### src/rtl/serializer_right5_pkg.sv
// Shared definitions for the LSB-first word serializer: state encoding,
// default word width and the bit-counter width rule.
package serializer_right5_pkg;

   localparam int DEFAULT_WIDTH = 5;

   typedef enum logic {
      IDLE  = 1'b0,
      SHIFT = 1'b1
   } state_t;

   // Counter must hold 0..width-1; a one-bit word still needs a one-bit counter.
   function automatic int count_width(input int width);
      return (width > 1) ? $clog2(width) : 1;
   endfunction

endpackage

### src/rtl/serializer_right5_bit_counter.sv
// Bit position counter for the serializer: synchronous clear, increment,
// and a terminal-count flag at the last bit of a word.
module bit_counter
   import serializer_right5_pkg::*;
#(
   parameter int WIDTH = DEFAULT_WIDTH
) (
   input  logic clockpulse,
   input  logic clear,
   input  logic inc,
   output logic terminal
);

   localparam int CW = count_width(WIDTH);
   localparam logic [CW-1:0] LAST = CW'(WIDTH - 1);

   logic [CW-1:0] bit_count;

   // Wraps to zero after the last bit so the count never exceeds WIDTH-1.
   always_ff @(posedge clockpulse) begin
      if (clear) begin
         bit_count <= '0;
      end else if (inc) begin
         bit_count <= terminal ? '0 : bit_count + CW'(1);
      end
   end

   assign terminal = (bit_count == LAST);

endmodule

### src/rtl/serializer_right5.sv
// Parallel-to-serial converter feeding a right-shifting register, LSB first,
// with gapless back-to-back words and a registered word_done pulse.
module serializer_right5
   import serializer_right5_pkg::*;
#(
   parameter int WIDTH = DEFAULT_WIDTH
) (
   input  logic             clockpulse,
   input  logic             clear,
   input  logic             load,
   input  logic [WIDTH-1:0] data_in,
   output logic             ready,
   output logic             serial_output,
   output logic             shift_active,
   output logic             word_done
);

   state_t           state;
   state_t           state_next;
   logic [WIDTH-1:0] hold;
   logic             terminal;
   logic             capture;

   bit_counter #(.WIDTH(WIDTH)) u_bit_counter (
      .clockpulse (clockpulse),
      .clear      (clear | capture),
      .inc        (shift_active),
      .terminal   (terminal)
   );

   assign shift_active  = (state == SHIFT);
   assign ready         = (state == IDLE) || terminal;
   assign capture       = ready & load;
   assign serial_output = shift_active & hold[0];

   always_comb begin
      state_next = state;
      case (state)
         IDLE:    if (load) state_next = SHIFT;
         SHIFT:   if (terminal) state_next = load ? SHIFT : IDLE;
         default: state_next = IDLE;
      endcase
   end

   // Capture on an accepted load, otherwise shift while a word is in flight.
   always_ff @(posedge clockpulse) begin
      if (clear) begin
         state     <= IDLE;
         hold      <= '0;
         word_done <= 1'b0;
      end else begin
         state     <= state_next;
         word_done <= shift_active & terminal;
         if (capture) begin
            hold <= data_in;
         end else if (shift_active) begin
            hold <= hold >> 1;
         end
      end
   end

endmodule

### config.mk
export PLATFORM = sky130hd
export DESIGN_NAME = serializer_right5
export DESIGN_NICKNAME = d
export VERILOG_FILES = /design/src/rtl/serializer_right5_pkg.sv /design/src/rtl/serializer_right5_bit_counter.sv /design/src/rtl/serializer_right5.sv
export SDC_FILE = /design/constraint.sdc
export NUM_CORES = 1
export LEC_CHECK = 0
export ABC_CLOCK_PERIOD_IN_PS = 1990
export CAP_MARGIN = 25
export CORE_AREA = 4 4 41 43
export DETAILED_ROUTE_END_ITERATION = 8
export DIE_AREA = 0 0 45 47
export HOLD_SLACK_MARGIN = 0.06
export PLACE_DENSITY = 0.71
export SLEW_MARGIN = 20
export SYNTH_ARGS = -nofsm -noshare
export SYNTH_HDL_FRONTEND = slang
export SYNTH_HIERARCHICAL = 1
export SYNTH_SLANG_ARGS = --single-unit
### constraint.sdc
create_clock -name clockpulse -period 1.99 [get_ports clockpulse]
set_input_delay 0.199 -clock clockpulse [delete_from_list [all_inputs] [get_ports clockpulse]]
set_output_delay 0.199 -clock clockpulse [all_outputs]
set_load 0.005 [all_outputs]
==> flow_summary.toml, run 1 <==
[run]
maxCapViolCount = 0

[cells_and_area]
antennaDiodeCount = 0
drive_gt1_frac = 0.2222
area.growth.synth_to_final_pct = 27.68
layout_common_cells = "dfxtp_1 (10), clkdlybuf4s50_1 (10), nor2_1 (7), mux2i_1 (6), a221oi_2 (4)"
finalNonFillerCells = 78
fill_cells = 136
final_nets = 74

[clock_network]
clockRootBuffer = "clkbuf_4"
clk_latency_ns = 0.27
cts-hold-fix-buffers = 0
htree_levels = 1
clkSinkCount = 10
cts_tree = "built"
numCtsBuffers = 3
cts_resized = 0
clk_pin_slew_ns = 0.06
cts_setup_buffers = 0
cts_buffer_depth = 2

[floorplanning]
io_pins = 12
die_w_um = 45
die_h_um = 47
dieArea_um2 = 2115
core_area_um2 = 1301
num_rows = 13
start_util = 0.4029

[setup_path]
cp-start-kind = "flop"
crit_required_ns = 1.79
critPathMaxFanout = 7
rrSetupSlack_ns = 0.43
endpoint_kind = "output port"
crit_chain = "and2_2 > clkdlybuf4s50_1"
arrival_ns = 1.48
cpPeakStageDelay_ns = 0.53
path_class = "reg2out"
worst_path_max_delay_cell = "dfxtp_1"

[routing]
routed_wl_um = 908
wire_per_inst_um = 11.64
viasPerCell = 5.013
ant_nets = 0
vias = 391
drc = 0
dr.pass1.iters = 1
drt_iter0_drc = 0

[synthesis]
ys_types = 22
synth_top_cell_by_area = "dfxtp_1"
syn-cell-area_um2 = 524.3
syn-num-nets = 60
synth_area_per_cell_um2 = 10.49
netlist_top_cells_area = "dfxtp_1 (38%), mux2i_1 (11%), a221oi_2 (11%), nor2_1 (5.0%), ha_1 (4.8%)"
syn_inst = 50
synth_top_cell_area_share = 0.3819
yosysWarnings = 6
ys_ff_latch = 10
yosysSeqAreaShare = 0.3819

[grt]
gr-total-overflow = 0
grt_max_degree = 9
grt_pass1_vias = 386
antenna_found_initial = 0
track_usage = 0.1080
grt_pass1_wl_um = 1552

[power_and_ir_drop]
vdd_drop_max_mv = 0.3524
leakage_nw = 0.2721
power_density_nw_per_um2 = 715.6

[min_path]
hold_path.class = "reg2reg"

[sta]
grt_setup_unrepaired = "no"
period_needed_ns = 1.680
relSlewSlack = 0.7624
final-setup-viol-count = 0
hold_viol = 0
worst_slew_pin_slew_ns = 0.3558
finClkSkew_ns = 0.004507
fmax_mhz = 595.1
min_period_over_period = 0.8444
report.final.slew_viol_count = 0
finalSetupTns_ns = 0

[placement]
dp.cells = 74
routabilityCongestion = 0.7246
numPortBuffers = 11
post-dp-hpwl_um = 685.4

[status]
status = "complete, no violations"
## final timing paths
kind / endpoint / cells after the start / startpoint
setup / recovery: serial_output / 2 / shift_active$_SDFF_PP0_
hold / removal: u_bit_counter/bit_count[0]$_SDFFE_PP0P_ / 2 / u_bit_counter/bit_count[0]$_SDFFE_PP0P_
setup reg to reg: u_bit_counter/bit_count[2]$_SDFFE_PP0P_ / 7 / u_bit_counter/bit_count[0]$_SDFFE_PP0P_
hold reg to reg: u_bit_counter/bit_count[0]$_SDFFE_PP0P_ / 2 / u_bit_counter/bit_count[0]$_SDFFE_PP0P_
## logic make-up (layout without fill, tap and decap cells)
| logic type | Yosys count | count (layout) | synth area share |
|---|---|---|---|
| multiplexers | 6 | 6 | 0.1146 |
| AND/OR/NAND/NOR | 17 | 17 | 0.1933 |
| buffers and inverters | 6 | 19 | 0.07874 |
| flip-flops | 10 | 10 | 0.3819 |
| adder cells (fa/ha/maj) | 2 | 2 | 0.04773 |
| AO/OA/AOI/OAI | 9 | 9 | 0.1838 |
## where the power goes
part           internal [mW]  switching (mW)
registers              0.211         0.00906
logic                 0.0423          0.0338
clock network          0.111          0.0714
total                  0.365           0.114
## registers in the layout, summed over array words and instances (netlist names)
register / count
shift_active: 1
u_bit_counter/bit_count: 3
word_done: 1
hold: 5
## layout make-up
type | instances | area (um2) | area share
repair buffers | 12 | 120.1 | 0.1794
inverters | 3 | 11.26 | 0.01682
flip-flops and latches | 10 | 200.2 | 0.2991
multi-input cells | 34 | 282.8 | 0.4224
clock buffers | 4 | 36.28 | 0.05421
well taps | 15 | 18.77 | 0.02804
## critical path, delay by kind of cell, from the launching register on
| kind | cells | cell delay [ns] |
|---|---|---|
| flops | 1 | 0.53 |
| buf+inv | 1 | 0.49 |
| simple gates | 1 | 0.20 |
## metrics by stage
step	instance area (um2)	total power, mW	worst slack [ns]	hold WS [ns]	util
finish	669.4	0.4790	0.3097	0.5116	0.5144
global route	669.4	0.5065	0.2290	0.5585	0.5144
CTS	666.9	0.4855	0.05627	0.5087	0.5125
detailed placement	630.6	0.3021	0.3509	0.4975	0.4846
global placement	630.6	0.3016	0.3814	0.4953	0.4846
floorplan	524.3	0.2773	0.5702	0.3769	-
## routing by layer
metal	vias to the layer above	routed length, um	global-route usage	part of all wire
met5	-	0	0	0
met4	0	38	0.1053	0.042
met3	4	35	0.03448	0.039
met2	8	444	0.1582	0.49
met1	177	389	0.1224	0.43
li1	202	-	-	-
## cell usage after synthesis, drive strengths merged
cell and number:
dfxtp 10, and2 2, a21oi 3, nand3b 1
nor2 7, a221oi 4, ha 2, nand2 2
mux2i 6, o211a 1, o21a 1, nand2b 3
buf 2, nor3 1, clkbuf 1, inv 3
nand3 1
Power figures use the tool's default switching activity.
==> run 2: changes to the inputs <==
ABC_CLOCK_PERIOD_IN_PS = 1500   (was 1990)
PLACE_DENSITY = 0.74   (was 0.71)
clock period = 1.5 ns   (was 1.99 ns; I/O delays follow)
==> run 2 against run 1 <==
Net effect: clock skew increased by 0.00068 ns; sequential power increased by 32%; clock power increased by 32%; sequential share of layout area decreased by 2.3 points; routed wire length increased by 5.9%; non-clock buffer count increased by 10; flip-flop and latch count unchanged; utilization increased by 5.8 points; critical endpoint is now ready.
==> flow_summary.toml, run 2 (synthesis gave the netlist of run 1 again) <==
[status]
status = "complete, no violations"

[sta]
grt_setup_unrepaired = "no"
worst_slew_pin_slew_ns = 0.2359
finClkSkew_ns = 0.005182
min_period_over_period = 0.9418
final-setup-viol-count = 0
finalSetupTns_ns = 0
relSlewSlack = 0.8423
holdWs_ns = 0.5226
hold_viol = 0
fmax_mhz = 707.8
worst_slack_ns = 0.08724
period_needed_ns = 1.413
report.final.slew_viol_count = 0

[placement]
routabilityCongestion = 0.7285
dp_slack_ns = -0.01107
placed_area_um2 = 675.6
dp.cells = 80
numPortBuffers = 11
post-dp-hpwl_um = 736.7

[floorplanning]
die_w_um = 45
num_rows = 13
start_util = 0.4029
core_area_um2 = 1301
die_h_um = 47
io_pins = 12
dieArea_um2 = 2115

[routing]
dr.pass1.iters = 4
drc = 0
ant_nets = 0
wire_per_inst_um = 10.93
routed_wl_um = 962
viasPerCell = 4.761
vias = 419
drt_iter0_drc = 6

[cells_and_area]
largest-register = "hold"
top_regs = "hold (5), u_bit_counter/bit_count (3)"
area.growth.synth_to_final_pct = 42.00
antennaDiodeCount = 0
fin_util = 0.5721
finalNonFillerCells = 88
fin_area_um2 = 744.5
largest_reg_flops = 5
layout_common_cells = "buf_4 (11), clkdlybuf4s50_1 (10), dfxtp_1 (8), nor2_1 (7), mux2i_1 (6)"
final_nets = 84
fill_cells = 123
drive_gt1_frac = 0.3836
final_common_cell = "buf_4"

[min_path]
hold_path.startpoint = "data_in[3]"
min_path_cells = 3
hold_path.class = "in2reg"

[setup_path]
reg2regPathDepth = 7
crit_required_ns = 1.35
arrival_ns = 1.26
cp-startpoint = "u_bit_counter/bit_count[0]$_SDFFE_PP0P_"
cp-start-kind = "flop"
path_class = "reg2out"
critPathMaxFanout = 4
endpoint_kind = "output port"
rr_startpoint = "u_bit_counter/bit_count[0]$_SDFFE_PP0P_"

[power_and_ir_drop]
leakage_nw = 0.3156
vdd_drop_max_mv = 0.5065
power_density_nw_per_um2 = 879.8
fin_total_pwr_mw = 0.6550

[clock_network]
cts_buffer_depth = 2
clk_latency_ns = 0.26
numCtsBuffers = 3
clk_pin_slew_ns = 0.07
clkSinkCount = 10
cts_tree = "built"
htree_levels = 1
cts-hold-fix-buffers = 0
clockRootBuffer = "clkbuf_4"

[grt]
grt_max_degree = 9
antenna_found_initial = 0
track_usage = 0.09913
grt_pass1_vias = 378
gr-total-overflow = 0
grt_pass1_wl_um = 1490

[run]
maxCapViolCount = 0
[run 2: final timing paths]
| kind | to | slack (ns) |
|---|---|---|
| setup reg to reg | hold[1]$_SDFFE_PP0P_ | 0.12 |
| hold reg to reg | u_bit_counter/bit_count[2]$_SDFFE_PP0P_ | 0.53 |
| setup / recovery | ready | 0.09 |
| hold / removal | hold[3]$_SDFFE_PP0P_ | 0.52 |
[run 2: power breakdown]
group / internal, mW / switching (mW)
combinational: 0.0729 / 0.0516
clock: 0.147 / 0.0930
sequential: 0.280 / 0.00987
[run 2: area by class of cell]
cell class / instances / area, um2 / share of cell area
clock buffers: 4 / 36.28 / 0.04874
inverters: 3 / 11.26 / 0.01513
multi-input cells: 34 / 285.3 / 0.3832
flip-flops and latches: 10 / 205.2 / 0.2756
well taps: 15 / 18.77 / 0.02521
repair buffers: 22 / 187.7 / 0.2521
[run 2: timing repair]
| item | in CTS | in global routing |
|---|---|---|
| gates resized for setup | 7 | 1 |
| endpoints found under the hold margin | 0 | 0 |
| endpoints found under the setup margin | 3 | 2 |
| pin swaps | 0 | 0 |
| buffers inserted | 0 | 4 |
[run 2: critical path: stages, from the launching register on]
cell and delay, ns:
dfxtp_2 0.33, inv_1 0.05, ha_2 0.18, and2_4 0.15
nand2b_4 0.16, buf_2 0.13
[run 2: routing by layer]
metal / vias up / GRT usage / part of all wire
li1: 218 / - / -
met1: 192 / 0.1080 / 0.45
met4: 0 / 0.07018 / 0.012
met2: 7 / 0.1695 / 0.49
met3: 2 / 0.02299 / 0.044
met5: - / 0 / 0
==> variant: new RTL, flow settings as in run 2 <==
`DEFAULT_WIDTH`: 5 -> 7.
--- a/src/rtl/serializer_right5_pkg.sv
+++ b/src/rtl/serializer_right5_pkg.sv
@@ -2,7 +2,7 @@
 // default word width and the bit-counter width rule.
 package serializer_right5_pkg;
 
-   localparam int DEFAULT_WIDTH = 5;
+   localparam int DEFAULT_WIDTH = 7;
 
    typedef enum logic {
       IDLE  = 1'b0,
Interface: changed (resized data_in); port bits go from 12 to 14. No check against the original RTL was run, so the function may have changed too.
==> variant against run 2 <==
Sequential power is 22% higher; first-iteration DRC count down 33%; area after synthesis is 14% higher; worst setup slack better by 0.052 ns; cell area is 8.7% higher; largest cell class unchanged; critical endpoint is now shift_active; total power increased by 13%; cell count grew 3.4%; critical path type unchanged; sequential cell count is 2 higher; wire length increased by 17%; non-clock buffer count down 2.
==> variant: results (changes against run 2) <==
[logic_synthesis]
yosysUniqueCellTypes = 21  ; -4.5%
yosysSeqAreaShare_pct = 40.1  ; +1.9 points
synthTopCellsByArea = sky130_fd_sc_hd__dfxtp_1, sky130_fd_sc_hd__a221oi_2, sky130_fd_sc_hd__mux2i_1
post_syn_nets = 65  ; +8.3%
synth_top_cells_by_count = sky130_fd_sc_hd__dfxtp_1, sky130_fd_sc_hd__nor2_1, sky130_fd_sc_hd__mux2i_1

[global_routing]
track_usage_pct = 12.6  ; +2.6 points
use_met3_pct = 6.90  ; +4.6 points
antenna_violations_before_repair = 0  ; unchanged
grt_start_max_net_pins = 12  ; +3
grt_pass1_wl_mm = 1.86  ; +25%
met1_track_utilization_from_global_routing_pct = 15.5  ; +4.7 points
via_count_of_the_first_global_routing_pass = 431  ; +14%
global_route.usage.met2_pct = 18.9  ; +2.0 points

[cts]
post-cts-setup-buffer-count = 2  ; +2
clkLatencyLatePin_ns = 0.27
cts-resized-gates = 7  ; unchanged

[placed_design]
routabilityCongestion = 0.771  ; +5.9%
post_detailed_placement_half_perimeter_wirelength_um = 792  ; +7.5%
io_buffers = 13  ; +2
place_area_um2 = 751  ; +11%

[pwr]
leakage_power_summed_over_all_cells_nw = 0.325  ; +2.9%
ir_worst_vdd_mv = 0.493  ; -2.7%
clock_power_share_pct = 34.7  ; -2.0 points
net_sw_power_uw = 183  ; +19%

[worst_setup_path]
critical_path.max_stage_delay_ns = 0.52  ; +0.19 ns
worstPathArrival_ns = 1.21  ; -0.05 ns
r2r_slack_ns = 0.16  ; +0.04 ns
critical_path.endpoint = shift_active
startpoint = shift_active
timing.critical_path.slowest_stage_cell = sky130_fd_sc_hd__clkdlybuf4s50_1
worst_r2r_startpoint = u_bit_counter/bit_count[2]
cp_max_fo = 11  ; +7
worst_r2r_endpoint = u_bit_counter/bit_count[2]
critical_path.top_delay_family = buffers and inverters

[hold_path]
timing.hold.worst_path_depth = 3  ; unchanged
hold_path_end = hold[5]
timing.hold.worst.start = data_in[5]

[cells_and_area]
drive_gt1_share_pct = 32.9  ; -5.5 points
fillCellCount = 119  ; -3.3%
mostFrequentLayoutCell = sky130_fd_sc_hd__clkdlybuf4s50_1
reg_top3 = hold x7, u_bit_counter/bit_count x3
fin_nets = 87  ; +3.6%

[drt]
routed_wire_length_per_instance_um = 12.3  ; +13%
number_of_vias_after_detailed_routing = 472  ; +13%
first_iter_violations = 4  ; -2

[sta]
hold_slack_ns = 0.509  ; -0.0134 ns
final.setup_skew_ns = 0.00295  ; -0.00223 ns
report.final.slew_viol_count = 0  ; unchanged
worst_tran_pin_value_ns = 0.307  ; +0.0711 ns

[run_status]
run_status = completed

variant: cell families (layout without fill, tap and decap cells):
kind of cell           Yosys count  after routing  synth area share, %
and+or+nand+nor                 19             19                 18.8
AOI/OAI and AO/OA               13             13                 23.0
DFF                             12             12                 40.1
muxes                            7              7                 11.7
buffers and inverters            4             25                 6.47
variant: worst min-delay path, delay by kind of cell:
| family | cells | cell delay (ns) |
|---|---|---|
| AND/OR/NAND/NOR | 1 | 0.13 |
| buffers and inverters | 1 | 0.39 |
| AO/OA/AOI/OAI | 1 | 0.06 |
variant: stage by stage:
step | power [mW] | instances | utilization [%] | setup slack [ns]
3_3_place_gp | 0.494 | 85 | 57.7 | 0.114
6_report | 0.743 | 91 | 62.2 | 0.139
3_5_place_dp | 0.494 | 85 | 57.7 | 0.0984
4_1_cts | 0.754 | 91 | 62.1 | 0.121
2_1_floorplan | 0.448 | 55 | - | 0.216
5_1_grt | 0.786 | 91 | 62.2 | 0.0318
variant: layout make-up:
type / instances / share of cell area, %
Inverter: 1 / 0.464
Clock buffer: 4 / 4.48
Tap cell: 15 / 2.32
Multi-Input combinational cell: 39 / 39.9
Timing Repair Buffer: 20 / 22.3
Sequential cell: 12 / 30.6
variant: per-layer routing:
| layer | vias to the layer above | part of all wire, % |
|---|---|---|
| li1 | 246 | - |
| met1 | 208 | 44 |
| met2 | 18 | 46 |
| met3 | 0 | 9.2 |
| met4 | 0 | 0 |
| met5 | - | 0 |
variant: power groups by stage:
stage | sequential (mW) | combinational (mW) | clock [mW]
CTS | 0.354 | 0.132 | 0.268
floorplan | 0.357 | 0.0915 | 0
detailed placement | 0.362 | 0.132 | 0
global placement | 0.362 | 0.132 | 0
finish | 0.355 | 0.130 | 0.258
global route | 0.359 | 0.143 | 0.284
